## src/rtl/ps2_host_tx.sv

```systemverilog
// PS/2 host-to-device transmitter: request-to-send, odd-parity shifting on device
// clock falling edges and ACK check, behind an 8-bit CPU register port.
module ps2_host_tx #(
  parameter int INHIBIT_CYCLES = 5000,
  parameter int TIMEOUT_CYCLES = 100000
) (
  input  logic       clk,
  input  logic       rst_n,
  input  logic       AD,
  input  logic [7:0] DI,
  output logic [7:0] DO,
  input  logic       rw,
  input  logic       cs,
  output logic       irq,
  input  logic       ps2_clk_in,
  input  logic       ps2_dat_in,
  output logic       ps2_clk_oe,
  output logic       ps2_dat_oe,
  output logic       tx_active
);

  localparam int MAX_CYC = (INHIBIT_CYCLES > TIMEOUT_CYCLES) ? INHIBIT_CYCLES : TIMEOUT_CYCLES;
  localparam int CW = $clog2(MAX_CYC) + 1;
  localparam logic [CW-1:0] INH_LAST = CW'(INHIBIT_CYCLES - 1);
  localparam logic [CW-1:0] TO_LAST  = CW'(TIMEOUT_CYCLES - 1);

  typedef enum logic [2:0] {
    S_IDLE,
    S_INHIBIT,
    S_START,
    S_SHIFT,
    S_ACK,
    S_ERR
  } state_t;

  state_t        r_state;
  logic [7:0]    r_tx_byte;
  logic [3:0]    r_bitcnt;
  logic [CW-1:0] r_cnt;
  logic          r_clk_s1, r_clk_s2, r_clk_prev;
  logic          r_dat_s1, r_dat_s2;
  logic          r_tiq, r_tie, r_ovr, r_ter, r_nak;

  logic          w_fe;
  logic          w_wr_data, w_wr_ctrl, w_rd, w_rd_stat;
  logic          w_timeout;
  logic [7:0]    w_status;

  function automatic logic [CW-1:0] sat_inc(input logic [CW-1:0] v);
    return (&v) ? v : v + CW'(1);
  endfunction

  // Synchronizers idle high so the released bus never looks like a falling edge.
  always_ff @(posedge clk or negedge rst_n) begin
    if (!rst_n) begin
      r_clk_s1   <= 1'b1;
      r_clk_s2   <= 1'b1;
      r_clk_prev <= 1'b1;
      r_dat_s1   <= 1'b1;
      r_dat_s2   <= 1'b1;
    end else begin
      r_clk_s1   <= ps2_clk_in;
      r_clk_s2   <= r_clk_s1;
      r_clk_prev <= r_clk_s2;
      r_dat_s1   <= ps2_dat_in;
      r_dat_s2   <= r_dat_s1;
    end
  end

  assign w_fe      = r_clk_prev & ~r_clk_s2;
  assign w_wr_data = cs & ~rw & ~AD;
  assign w_wr_ctrl = cs & ~rw & AD;
  assign w_rd      = cs & rw;
  assign w_rd_stat = w_rd & AD;
  assign w_timeout = (r_cnt >= TO_LAST);
  assign w_status  = {r_tiq, r_tie, 2'b00, r_ovr, r_ter, r_nak, tx_active};
  assign irq       = r_tiq & r_tie;

  always_ff @(posedge clk or negedge rst_n) begin
    if (!rst_n) begin
      r_state    <= S_IDLE;
      r_tx_byte  <= '0;
      r_bitcnt   <= '0;
      r_cnt      <= '0;
      r_tiq      <= 1'b0;
      r_tie      <= 1'b0;
      r_ovr      <= 1'b0;
      r_ter      <= 1'b0;
      r_nak      <= 1'b0;
      DO         <= '0;
      ps2_clk_oe <= 1'b0;
      ps2_dat_oe <= 1'b0;
      tx_active  <= 1'b0;
    end else begin
      if (w_rd) begin
        DO <= AD ? w_status : r_tx_byte;
      end
      if (w_wr_ctrl) begin
        r_tie <= DI[6];
      end
      // Clears come first so a same-cycle set from the FSM below overrides them.
      if (w_rd_stat) begin
        r_tiq <= 1'b0;
        r_ovr <= 1'b0;
        r_ter <= 1'b0;
        r_nak <= 1'b0;
      end
      if (w_wr_data && (r_state != S_IDLE)) begin
        r_ovr <= 1'b1;
      end

      case (r_state)
        S_IDLE: begin
          if (w_wr_data) begin
            r_tx_byte  <= DI;
            r_cnt      <= '0;
            ps2_clk_oe <= 1'b1;
            tx_active  <= 1'b1;
            r_state    <= S_INHIBIT;
          end
        end

        S_INHIBIT: begin
          if (r_cnt >= INH_LAST) begin
            ps2_dat_oe <= 1'b1;
            r_state    <= S_START;
          end else begin
            r_cnt <= sat_inc(r_cnt);
          end
        end

        S_START: begin
          r_bitcnt   <= '0;
          r_cnt      <= '0;
          ps2_clk_oe <= 1'b0;
          r_state    <= S_SHIFT;
        end

        S_SHIFT: begin
          if (w_fe) begin
            r_cnt    <= '0;
            r_bitcnt <= r_bitcnt + 4'd1;
            if (r_bitcnt < 4'd8) begin
              ps2_dat_oe <= ~r_tx_byte[r_bitcnt[2:0]];
            end else if (r_bitcnt == 4'd8) begin
              // Odd parity bit is ~^byte, and the pin is driven with its inverse.
              ps2_dat_oe <= ^r_tx_byte;
            end else begin
              ps2_dat_oe <= 1'b0;
              r_state    <= S_ACK;
            end
          end else if (w_timeout) begin
            ps2_clk_oe <= 1'b0;
            ps2_dat_oe <= 1'b0;
            r_state    <= S_ERR;
          end else begin
            r_cnt <= sat_inc(r_cnt);
          end
        end

        S_ACK: begin
          if (w_fe) begin
            if (r_dat_s2) begin
              r_nak <= 1'b1;
            end
            r_tiq     <= 1'b1;
            tx_active <= 1'b0;
            r_state   <= S_IDLE;
          end else if (w_timeout) begin
            ps2_clk_oe <= 1'b0;
            ps2_dat_oe <= 1'b0;
            r_state    <= S_ERR;
          end else begin
            r_cnt <= sat_inc(r_cnt);
          end
        end

        S_ERR: begin
          ps2_clk_oe <= 1'b0;
          ps2_dat_oe <= 1'b0;
          r_ter      <= 1'b1;
          r_tiq      <= 1'b1;
          tx_active  <= 1'b0;
          r_state    <= S_IDLE;
        end

        default: begin
          ps2_clk_oe <= 1'b0;
          ps2_dat_oe <= 1'b0;
          tx_active  <= 1'b0;
          r_state    <= S_IDLE;
        end
      endcase
    end
  end

endmodule

```

## config.mk

```make
export PLATFORM = sky130hd
export DESIGN_NAME = ps2_host_tx
export DESIGN_NICKNAME = d
export VERILOG_FILES = /design/src/rtl/ps2_host_tx.sv
export SDC_FILE = /design/constraint.sdc
export NUM_CORES = 1
export LEC_CHECK = 0
export CAP_MARGIN = 30
export CORE_ASPECT_RATIO = 0.5
export CORE_MARGIN = 4
export CORE_UTILIZATION = 58
export CTS_CLUSTER_DIAMETER = 40
export DETAILED_ROUTE_END_ITERATION = 12
export PLACE_DENSITY = 0.8
export SLEW_MARGIN = 0
export SYNTH_ARGS = -nofsm -noshare
export SYNTH_HDL_FRONTEND = slang
export SYNTH_SLANG_ARGS = --single-unit
```

## constraint.sdc

```tcl
create_clock -name clk -period 2.64 [get_ports clk]
set_clock_uncertainty 0.15 [all_clocks]
set_input_delay 0.396 -clock clk [delete_from_list [all_inputs] [get_ports clk]]
set_output_delay 0.396 -clock clk [all_outputs]
set_load 0.005 [all_outputs]
```

==> summary.txt <==
P_leak: 1.52 nW
H-tree Lvls: 2
final worst slack: 96.8 ps
EDFF count, synth: 0
Post-Syn Area: 3040 sq um
arrival time at the worst endpoint: 2600 ps
I/O Pins: 27
cell count after synthesis: 312
global route hottest layer: met2
sequential share of the synthesized area: 44.7%
vias in the first global route: 2586
Clk Latency, worst-skew pair: 320 ps
Crit Path Class: reg2reg
largest area contributor in the netlist: dfrtp_1
# rows: 18
CTS tree: built
Max Fanout on Critical Path: 5
Clock Pin Slew Worst Setup and Hold Paths: 110 ps
DR vias/cell: 6.27
first-pass GRT wire length: 12500 microns
Initial Util: 60.8%
largest net degree at the start of global routing: 29
final setup vio count: 0
startpoint types: flip-flop
Yosys reg bits: 54
met2 usage: 41.0%
Final ANT Viol Nets: 0
CP Capture Type: flip-flop
top post-synthesis cells by area: dfrtp_1 40%, dfstp_2 4.3%, nand2_1 4.2%
slowest CP cell: dfrtp_1
clock buffer depth: 2
RSZ-0062 raised after global routing: false
GR Layer Usage met3: 4.79%
CTS Sinks: 54
fin cells: 421
Core ar.: 5000 sq um
initial antenna violation count: 0
Netlist cell types: 66
Syn-to-layout area delta: 18.6%
period utilisation layout: 96.3%
Tmin final: 2540 ps
Crit path largest cell delay: 420 ps
total gr overflow: 0
most frequent cell after synthesis: dfrtp_1
routed len/inst: 17.3 microns
Die Y: 59.2 microns
CP dominant cell by count: or3_4
Syn Area/Cell: 9.74 sq um
drt drc: 0
ANT cells: 0
top cells by count, synth: 49 x dfrtp_1, 34 x nand2_1, 25 x nor2_1
Finished Core Util: 72.1%
max-cap violation count: 0
status: completed
full die area: 6530 sq um
nets: 368
DP Worst Slack: -143 ps
CTS buffer count: 5
syn_nets: 330
Hold Vio Cnt, Final: 0
total number of vias: 2639
worst relative slew slack: 56.2%
PD cells: 617 nW/um^2
placed cells: 412
met1 track demand over resource: 32.6%
Setup Fix Bufs, Post-CTS: 0
CP delay by family, top: compound AO/OA/AOI/OAI gates
top-area cell type share of the netlist area: 40.3%
routability cong.: 0.976
total track usage: 24.5%
IO buf count: 26
Hold WC Path Type: reg2reg
Die X-Extent: 110 microns
Req. time, crit path: 2700 ps
Ys Warns: 0
max-slew violations: 0
detailed placement HPWL: 5320 microns
final WL: 7280 microns
First-pass DRT Iterations: 5
1st-iter DRT viols: 198
worst-path cell chain: or3_4 -> or3_4 -> o21a_2 -> a211oi_4 -> buf_4 -> nand2_4 -> o31ai_1
Highest Clock Rate: 393 MHz
ys async rst share: 100%
root buf cell: clkbuf_8
VDD IR-drop max: 0.000418 V
actual slew at the worst max-slew pin: 657 ps
ys flop type: dfrtp_1
WP buf/inv: 1
share of layout cells above drive strength 1: 18.2%
==> path summary, 6_finish.rpt <==
check                                       from                    end  slack (ps)  depth (start not counted)
setup / recovery           r_cnt[13]$_DFFE_PN0P_  r_cnt[11]$_DFFE_PN0P_         100                          7
hold / removal                r_dat_s1$_DFF_PN1_     r_dat_s2$_DFF_PN1_         190                          0
setup reg to reg           r_cnt[13]$_DFFE_PN0P_  r_cnt[11]$_DFFE_PN0P_         100                          7
hold reg to reg               r_dat_s1$_DFF_PN1_     r_dat_s2$_DFF_PN1_         190                          0
max in group asynchronous                  rst_n   r_cnt[6]$_DFFE_PN0P_        1260                          3
min in group asynchronous                  rst_n      DO[7]$_DFFE_PN0P_         480                          2
==> cell families after synthesis <==
group,Yosys count,synth area share [%]
simple gates,117,20.0
compound gates,91,21.0
flops,54,44.7
buf+inv,20,3.42
mux,19,7.45
xor+xnor,8,2.31
fa+ha+maj,3,1.24
==> stage by stage <==
stage / power (W) / hold WS, ps / TNS [ps] / instance area (sq um)
5_1_grt: 0.00235 / 208 / 0 / 3600
3_3_place_gp: 0.00159 / 196 / -496 / 3460
2_1_floorplan: 0.00143 / -49.6 / 0 / 3040
6_report: 0.00222 / 195 / 0 / 3600
3_5_place_dp: 0.00162 / 197 / -1100 / 3460
4_1_cts: 0.00223 / 202 / 0 / 3590
==> routing by layer <==
metal  part of all wire, %  vias to the layer above  wire (microns)
met5                     0                        -               0
met4                   2.5                        0             180
met1                    45                     1279            3280
li1                      -                     1243               -
met3                   6.2                       21             451
met2                    46                       96            3360
==> layout make-up <==
class	instances	area [sq um]
multi-input combinational	238	1590
fill	356	1400
timing repair buffer	48	435
clock buffer	6	82.6
sequential	54	1360
clock inverter	2	38.8
inverter	3	11.3
tap	70	87.6
==> power breakdown <==
group / internal [W] / switching (W) / total, W
registers: 0.000950 / 0.000166 / 0.00112
logic: 0.000279 / 0.000224 / 0.000504
clock network: 0.000313 / 0.000291 / 0.000604
==> sequential cells by signal, indices dropped and copies added (netlist names) <==
register,count
r_dat_s2,1
r_tie,1
ps2_dat_oe,1
r_tx_byte,8
r_clk_s1,1
tx_active,1
r_cnt,18
r_ovr,1
DO,8
ps2_clk_oe,1
r_clk_prev,1
r_nak,1
r_ter,1
r_dat_s1,1
r_bitcnt,4
r_clk_s2,1
r_tiq,1
r_state,3
==> what timing repair did <==
action | CTS | global route
gates resized for setup | 0 | 3
endpoints found under the setup margin | 0 | 2
hold buffers | 1 | 0
endpoints found under the hold margin | 21 | 0
==> placed cells by master (no fill, tap or decap), types with 4 or more instances in the layout <==
cell	count
o31ai_1	7
nor2b_1	4
a31oi_1	5
nor3_1	4
clkbuf_8	6
a21oi_1	17
clkdlybuf4s50_1	25
dfstp_2	5
nand2_1	34
nand4_1	8
and3_1	7
mux2_2	9
nand2b_1	6
nand3_1	8
mux2i_1	8
nor2_1	25
buf_4	20
xnor2_1	7
dfrtp_1	49
o21ai_0	21
Note: power is estimated with default switching activity, not from simulation.
